File: src/rtl/display_source_mux_if.sv
// Bus bundle for display_source_mux: controller requests, channel inputs and
// the registered display outputs. The master side drives the controls and
// channel data. The slave side is the mux itself.
interface display_source_mux_if #(
  parameter int DATA_W = 4,
  parameter int NUM_CH = 4,
  parameter int SEL_W  = 2
);
  logic                     mode;
  logic                     hold;
  logic [SEL_W-1:0]         sel_in;
  logic [NUM_CH-1:0]        ch_enable;
  logic [NUM_CH*DATA_W-1:0] ch_data;
  logic [DATA_W-1:0]        data_out;
  logic [SEL_W-1:0]         cur_ch;
  logic                     switched;

  modport master (
    output mode, hold, sel_in, ch_enable, ch_data,
    input  data_out, cur_ch, switched
  );

  modport slave (
    input  mode, hold, sel_in, ch_enable, ch_data,
    output data_out, cur_ch, switched
  );
endinterface

File: src/rtl/display_source_mux.sv
// display_source_mux: registered N-channel selector feeding the digit display.
// It has three modes:
//   - Manual: the controller picks the channel.
//   - Auto-scan: the mux rotates through the enabled channels, with a dwell of
//     DWELL_CYCLES per channel.
//   - Hold: freezes the output, the channel and the dwell count.
// Optional build macro DISPLAY_MUX_BLANK_EN: when defined, data_out shows
// all-ones (the blank code) on each cycle where switched pulses.
module display_source_mux #(
  parameter int DATA_W       = 4,
  parameter int NUM_CH       = 4,
  parameter int SEL_W        = 2,
  parameter int DWELL_CYCLES = 1000
) (
  input  logic                 clk,
  input  logic                 rst_n,
  display_source_mux_if.slave  bus
);

  localparam int              CNT_W    = $clog2(DWELL_CYCLES);
  localparam logic [CNT_W-1:0] CNT_LAST = CNT_W'(DWELL_CYCLES - 1);

  typedef enum logic [1:0] {S_MANUAL, S_AUTO, S_FROZEN} state_t;

  state_t              state_q, state_d;
  logic [SEL_W-1:0]    cur_ch_q, cur_ch_d;
  logic [CNT_W-1:0]    cnt_q, cnt_d;
  logic [DATA_W-1:0]   data_q, data_d;
  logic                switched_q, switched_d;

  logic [SEL_W-1:0]    nxt_ch;
  logic                cur_en;
  logic                none_en;

  // Circular search for the first enabled channel after cur. The search
  // covers all channels and ends on cur itself, so a lone enabled channel
  // maps back to itself.
  function automatic logic [SEL_W-1:0] next_enabled(input logic [SEL_W-1:0] cur,
                                                    input logic [NUM_CH-1:0] en);
    logic [SEL_W-1:0] res;
    int               idx;
    res = cur;
    for (int k = NUM_CH; k >= 1; k--) begin
      idx = int'(cur) + k;
      if (idx >= NUM_CH) idx = idx - NUM_CH;
      if (|(en & (NUM_CH'(1) << idx))) res = SEL_W'(idx);
    end
    return res;
  endfunction

  // Pick the DATA_W-wide slice of the packed channel bus for channel idx.
  function automatic logic [DATA_W-1:0] chan_value(input logic [SEL_W-1:0] idx,
                                                   input logic [NUM_CH*DATA_W-1:0] data);
    return DATA_W'(data >> (int'(idx) * DATA_W));
  endfunction

  assign nxt_ch  = next_enabled(cur_ch_q, bus.ch_enable);
  assign cur_en  = |(bus.ch_enable & (NUM_CH'(1) << cur_ch_q));
  assign none_en = (bus.ch_enable == '0);

  // Next-state: hold beats auto, and auto beats manual. Frozen leaves everything as is.
  always_comb begin
    state_d    = state_q;
    cur_ch_d   = cur_ch_q;
    cnt_d      = cnt_q;
    data_d     = data_q;
    switched_d = 1'b0;
    if (bus.hold) begin
      state_d = S_FROZEN;
    end else if (bus.mode) begin
      state_d = S_AUTO;
      if (none_en) begin
        cnt_d = '0;
      end else if (!cur_en) begin
        // Current channel was disabled: move on now, without waiting for the dwell to expire.
        cur_ch_d = nxt_ch;
        cnt_d    = '0;
      end else if (state_q == S_MANUAL) begin
        // Fresh entry into scanning starts a full dwell on the current channel.
        cnt_d = '0;
      end else if (cnt_q == CNT_LAST) begin
        cnt_d    = '0;
        cur_ch_d = nxt_ch;
      end else begin
        cnt_d = cnt_q + CNT_W'(1);
      end
    end else begin
      state_d = S_MANUAL;
      cnt_d   = '0;
      if (32'(bus.sel_in) < NUM_CH) cur_ch_d = bus.sel_in;
    end

    if (!bus.hold) begin
      switched_d = (cur_ch_d != cur_ch_q);
      data_d     = (bus.mode && none_en) ? '0 : chan_value(cur_ch_d, bus.ch_data);
`ifdef DISPLAY_MUX_BLANK_EN
      if (switched_d) data_d = '1;
`endif
    end
  end

  // State, channel, dwell counter and all outputs are registered together.
  always_ff @(posedge clk or negedge rst_n) begin
    if (!rst_n) begin
      state_q    <= S_MANUAL;
      cur_ch_q   <= '0;
      cnt_q      <= '0;
      data_q     <= '0;
      switched_q <= 1'b0;
    end else begin
      state_q    <= state_d;
      cur_ch_q   <= cur_ch_d;
      cnt_q      <= cnt_d;
      data_q     <= data_d;
      switched_q <= switched_d;
    end
  end

  assign bus.data_out = data_q;
  assign bus.cur_ch   = cur_ch_q;
  assign bus.switched = switched_q;

endmodule

File: src/flat_wrapper.sv
// flat-port wrapper written by rule: the top's interface ports become plain ports
module display_source_mux_flat 
#(
  parameter int DATA_W       = 4,
  parameter int NUM_CH       = 4,
  parameter int SEL_W        = 2,
  parameter int DWELL_CYCLES = 1000
)
  (clk, rst_n, bus_mode, bus_hold, bus_sel_in, bus_ch_enable, bus_ch_data, bus_data_out, bus_cur_ch, bus_switched);
  display_source_mux_if #(.DATA_W(DATA_W), .NUM_CH(NUM_CH), .SEL_W(SEL_W)) bus_i ();
  input  logic clk;
  input  logic rst_n;
  input wire logic [$bits(bus_i.mode)-1:0] bus_mode;
  input wire logic [$bits(bus_i.hold)-1:0] bus_hold;
  input wire logic [$bits(bus_i.sel_in)-1:0] bus_sel_in;
  input wire logic [$bits(bus_i.ch_enable)-1:0] bus_ch_enable;
  input wire logic [$bits(bus_i.ch_data)-1:0] bus_ch_data;
  output wire logic [$bits(bus_i.data_out)-1:0] bus_data_out;
  output wire logic [$bits(bus_i.cur_ch)-1:0] bus_cur_ch;
  output wire logic [$bits(bus_i.switched)-1:0] bus_switched;
  assign bus_i.mode = bus_mode;
  assign bus_i.hold = bus_hold;
  assign bus_i.sel_in = bus_sel_in;
  assign bus_i.ch_enable = bus_ch_enable;
  assign bus_i.ch_data = bus_ch_data;
  assign bus_data_out = bus_i.data_out;
  assign bus_cur_ch = bus_i.cur_ch;
  assign bus_switched = bus_i.switched;
  display_source_mux #(.DATA_W(DATA_W), .NUM_CH(NUM_CH), .SEL_W(SEL_W), .DWELL_CYCLES(DWELL_CYCLES)) u_core (.clk(clk), .rst_n(rst_n), .bus(bus_i));
endmodule
File: config.mk
export PLATFORM = sky130hd
export DESIGN_NAME = display_source_mux_flat
export DESIGN_NICKNAME = d
export VERILOG_FILES = /design/src/rtl/display_source_mux_if.sv /design/src/rtl/display_source_mux.sv /design/src/flat_wrapper.sv
export SDC_FILE = /design/constraint.sdc
export NUM_CORES = 1
export LEC_CHECK = 0
export ABC_CLOCK_PERIOD_IN_PS = 3900
export BUFFER_PORTS_ARGS = -buffer_cell sky130_fd_sc_hd__buf_2
export CAP_MARGIN = 20
export CORE_MARGIN = 2
export CORE_UTILIZATION = 56
export CTS_CLUSTER_SIZE = 12
export DETAILED_ROUTE_END_ITERATION = 10
export HOLD_SLACK_MARGIN = 0.02
export PLACE_DENSITY_LB_ADDON = 0.3
export SETUP_SLACK_MARGIN = 0.15
export SLEW_MARGIN = 20
export SYNTH_ARGS = -nofsm -noshare
export SYNTH_HDL_FRONTEND = slang
export SYNTH_SLANG_ARGS = --single-unit
File: constraint.sdc
create_clock -name clk -period 3.9 [get_ports clk]
set_clock_uncertainty 0.1 [all_clocks]
set_input_delay 0.78 -clock clk [delete_from_list [all_inputs] [get_ports clk]]
set_output_delay 0.78 -clock clk [all_outputs]
set_load 0.02 [all_outputs]
==> flow_summary.ini <==
[worst_setup_path]
critPathSlowestCell = dfrtp_1
worstPathBufferInverterCount = 1
worstPathMaxFanout = 18
crit_chain = clkinv_1 -> ha_1 -> a22oi_1 -> a211oi_2 -> o22ai_4 -> nor2_1 -> a221o_1 -> o2111a_1
worst_setup_path_startpoint = u_core.bus.cur_ch[0]
required_time_at_the_endpoint_of_the_critical_path_ns = 4.00
worst_path_dominant_cell_family = compound AO/OA/AOI/OAI gates
r2r-start = u_core.bus.cur_ch[0]
cpPeakStageDelay_ns = 0.47
crit_path_end_kind = flip-flop
critical_path_class = flip-flop to flip-flop
setup.worst_path.start_class = flip-flop
worst-endpoint-arrival_ns = 3.06

[job]
maxCapViolations = 0

[timing]
max_freq_mhz = 337
fin_crit_ns = 2.96
grt_setup_unrepaired = false
final_setup_fails = 0
slew-limit-headroom_pct = 63.5
timing.final.crit_share_pct = 76.0
timing_worst_slew_pin_value_ns = 0.548
timing.hold.ws_ns = 0.302
final_hold_viol_count = 0
timing.final.max_slew_violations = 0
fin_setup_tns_ns = 0

[power_and_ir_drop]
ratio_of_total_power_to_cell_area_mw_per_mm2 = 586
leakage_nw = 0.846
vdd.ir_drop.worst_mv = 0.273

[final_layout]
antenna-diode-count = 0
layout-area-overhead-vs-synth_pct = 11.1
layout.nets = 260
layout-drive-gt1-share_pct = 24.6
filler_cell_count = 278

[die]
chipWidth_um = 60.0
top_level_ports = 33
placement_rows = 20
start_util_pct = 58.1
core_area_mm2 = 0.00303
die_area_mm2 = 0.00360
die_height_um = 60.0

[place]
port_buffers = 32
finalWeightedCongestion = 0.801
dp.final_hpwl_um = 2970

[clock_network]
clk_transition_reported_paths_ns = 0.11
cts_tree = done
htree_num_levels = 1
cts.repair_timing.setup_buffer_count = 0
clock_insertion_delay_at_the_later_pin_of_the_skew_report_ns = 0.30
cts_hold_buf = 0
ctsResizeCount = 0
clockRootBuffer = clkbuf_4
max-clock-path-buffers = 2
cts.sinks = 19
cts_buffers = 3

[hold_path]
holdCritPathClass = primary input to async pin

[synth]
synthesis.area_per_instance_um2 = 8.70
synth_nets = 233
ys_async_sr_fraction_pct = 100
yosys_most_used_dff = dfrtp_1
synth_edf_count = 0
post_synth_instance_area_mm2 = 0.00176
yosysSeqAreaShare_pct = 27.0
synth_seq_cells = 19
yosysWarningCount = 0
synth.lib_cells_used.distinct = 43
postSynthCellCount = 202

[global_route]
grt_antenna_before_repair = 0
grtUsageTotal_pct = 23.4
grt_pass1_wl_um = 6510
grt_max_degree = 35
grt_overflow_total = 0
first_global_vias = 1452

[drt]
drt_wl_total_um = 4010
drtPass1Iterations = 4
drtIter0Drc = 88
vias = 1657
vias_per_cell = 6.09
wire_per_inst_um = 14.7
drc_errors = 0
ant_nets = 0

[outcome]
status = finished, final reports clean
-- path summary, 6_finish.rpt --
kind | depth (start not counted) | slack (ns) | to
max in group asynchronous | 1 | 3.09 | u_core.bus.cur_ch[1]
worst min register to register | 1 | 0.40 | u_core.cnt_q[9]
worst min-delay path | 1 | 0.30 | u_core.cnt_q[3]
worst max-delay path | 8 | 0.94 | u_core.bus.data_out[3]
worst max register to register | 8 | 0.94 | u_core.bus.data_out[3]
min in group clk | 1 | 0.40 | u_core.cnt_q[9]
-- cells by family (layout without fill, tap and decap cells) --
logic type      after synthesis  in the layout  share of synthesized area, %
compound gates               69             69                          30.0
mux                          18             18                          10.9
flops                        19             19                          27.0
xor+xnor                      5              5                          2.49
fa+ha+maj                     5              5                          3.56
simple gates                 72             72                          22.3
buf+inv                      14             40                          3.70
-- cells in the final DEF, fill, tap and decap left out, types with 2 or more instances in the layout --
| cell type | n |
|---|---|
| a21oi_1 | 5 |
| a221o_1 | 4 |
| a22o_1 | 3 |
| a22o_2 | 2 |
| a22oi_1 | 4 |
| a31oi_1 | 2 |
| and3_1 | 6 |
| buf_2 | 32 |
| clkbuf_4 | 3 |
| dfrtp_1 | 19 |
| ha_1 | 5 |
| inv_1 | 2 |
| mux2_2 | 9 |
| mux2i_1 | 9 |
| nand2_1 | 14 |
| nand2b_1 | 9 |
| nand3_1 | 17 |
| nor2_1 | 14 |
| nor3_1 | 4 |
| nor4_4 | 2 |
| o2111a_1 | 4 |
| o211ai_1 | 2 |
| o211ai_2 | 3 |
| o21ai_0 | 23 |
| o22a_1 | 6 |
| o31ai_1 | 5 |
| xnor2_1 | 3 |
| xor2_1 | 2 |
-- cell type report --
type,count,area (um^2),share of cell area (%)
Clock buffer,4,26.3,1.35
Inverter,3,11.3,0.577
Multi-Input combinational cell,169,1220,62.3
Sequential cell,19,475,24.3
Tap cell,44,55.1,2.82
Timing Repair Buffer,33,168,8.58
-- stage by stage --
stage	utilization [%]	total power, mW	instances	cell area, um^2	setup slack (ns)
finish	64.5	1.15	272	1950	0.935
floorplan	-	0.901	202	1760	0.924
global placement	63.6	1.03	268	1930	0.941
detailed placement	63.6	1.04	268	1930	0.873
CTS	64.5	1.15	272	1950	0.925
global route	64.5	1.23	272	1950	0.744
-- synthesized netlist by cell type, types with 4 or more instances --
master	number	share of area, %
mux2i_1	9	5.1
a21oi_1	5	1.4
mux2_2	9	5.8
a22oi_1	4	1.7
nand2_1	14	3.0
dfrtp_1	19	27
nand3_1	17	4.8
ha_1	5	3.6
nor2_1	14	3.0
o2111a_1	4	2.6
o22a_1	6	3.0
o21ai_0	23	6.5
o31ai_1	5	2.1
clkbuf_1	8	1.7
nand2b_1	9	3.2
and3_1	6	2.1
nor3_1	4	1.1
a221o_1	4	2.3
-- worst reg2reg max path, cell delays in order (launching register included) --
cell,delay [ns]
dfrtp_1,0.47
clkinv_1,0.28
ha_1,0.34
a22oi_1,0.29
a211oi_2,0.14
o22ai_4,0.41
nor2_1,0.22
a221o_1,0.39
o2111a_1,0.23
-- power by group --
part,switching (mW),total (mW),internal [mW]
Sequential,0.0407,0.278,0.238
Clock,0.0607,0.100,0.0398
Combinational,0.435,0.766,0.331
Total,0.536,1.15,0.609
-- routing by layer --
metal	up-vias	routed length, um	part of all wire [%]	GRT usage, %
met1	785	1830	46	31.6
met5	-	0	0	0
met2	46	2000	50	40.2
met4	0	6	0.15	1.90
met3	2	177	4.4	4.55
li1	824	-	-	-
-- flip-flops by register name (all words and copies together) (netlist names) --
register and cells:
u_core.cnt_q 10, u_core.bus.data_out 4, u_core.bus.cur_ch 2, u_core.state_q 2, u_core.bus.switched 1
(Power assumes the default switching activity.)
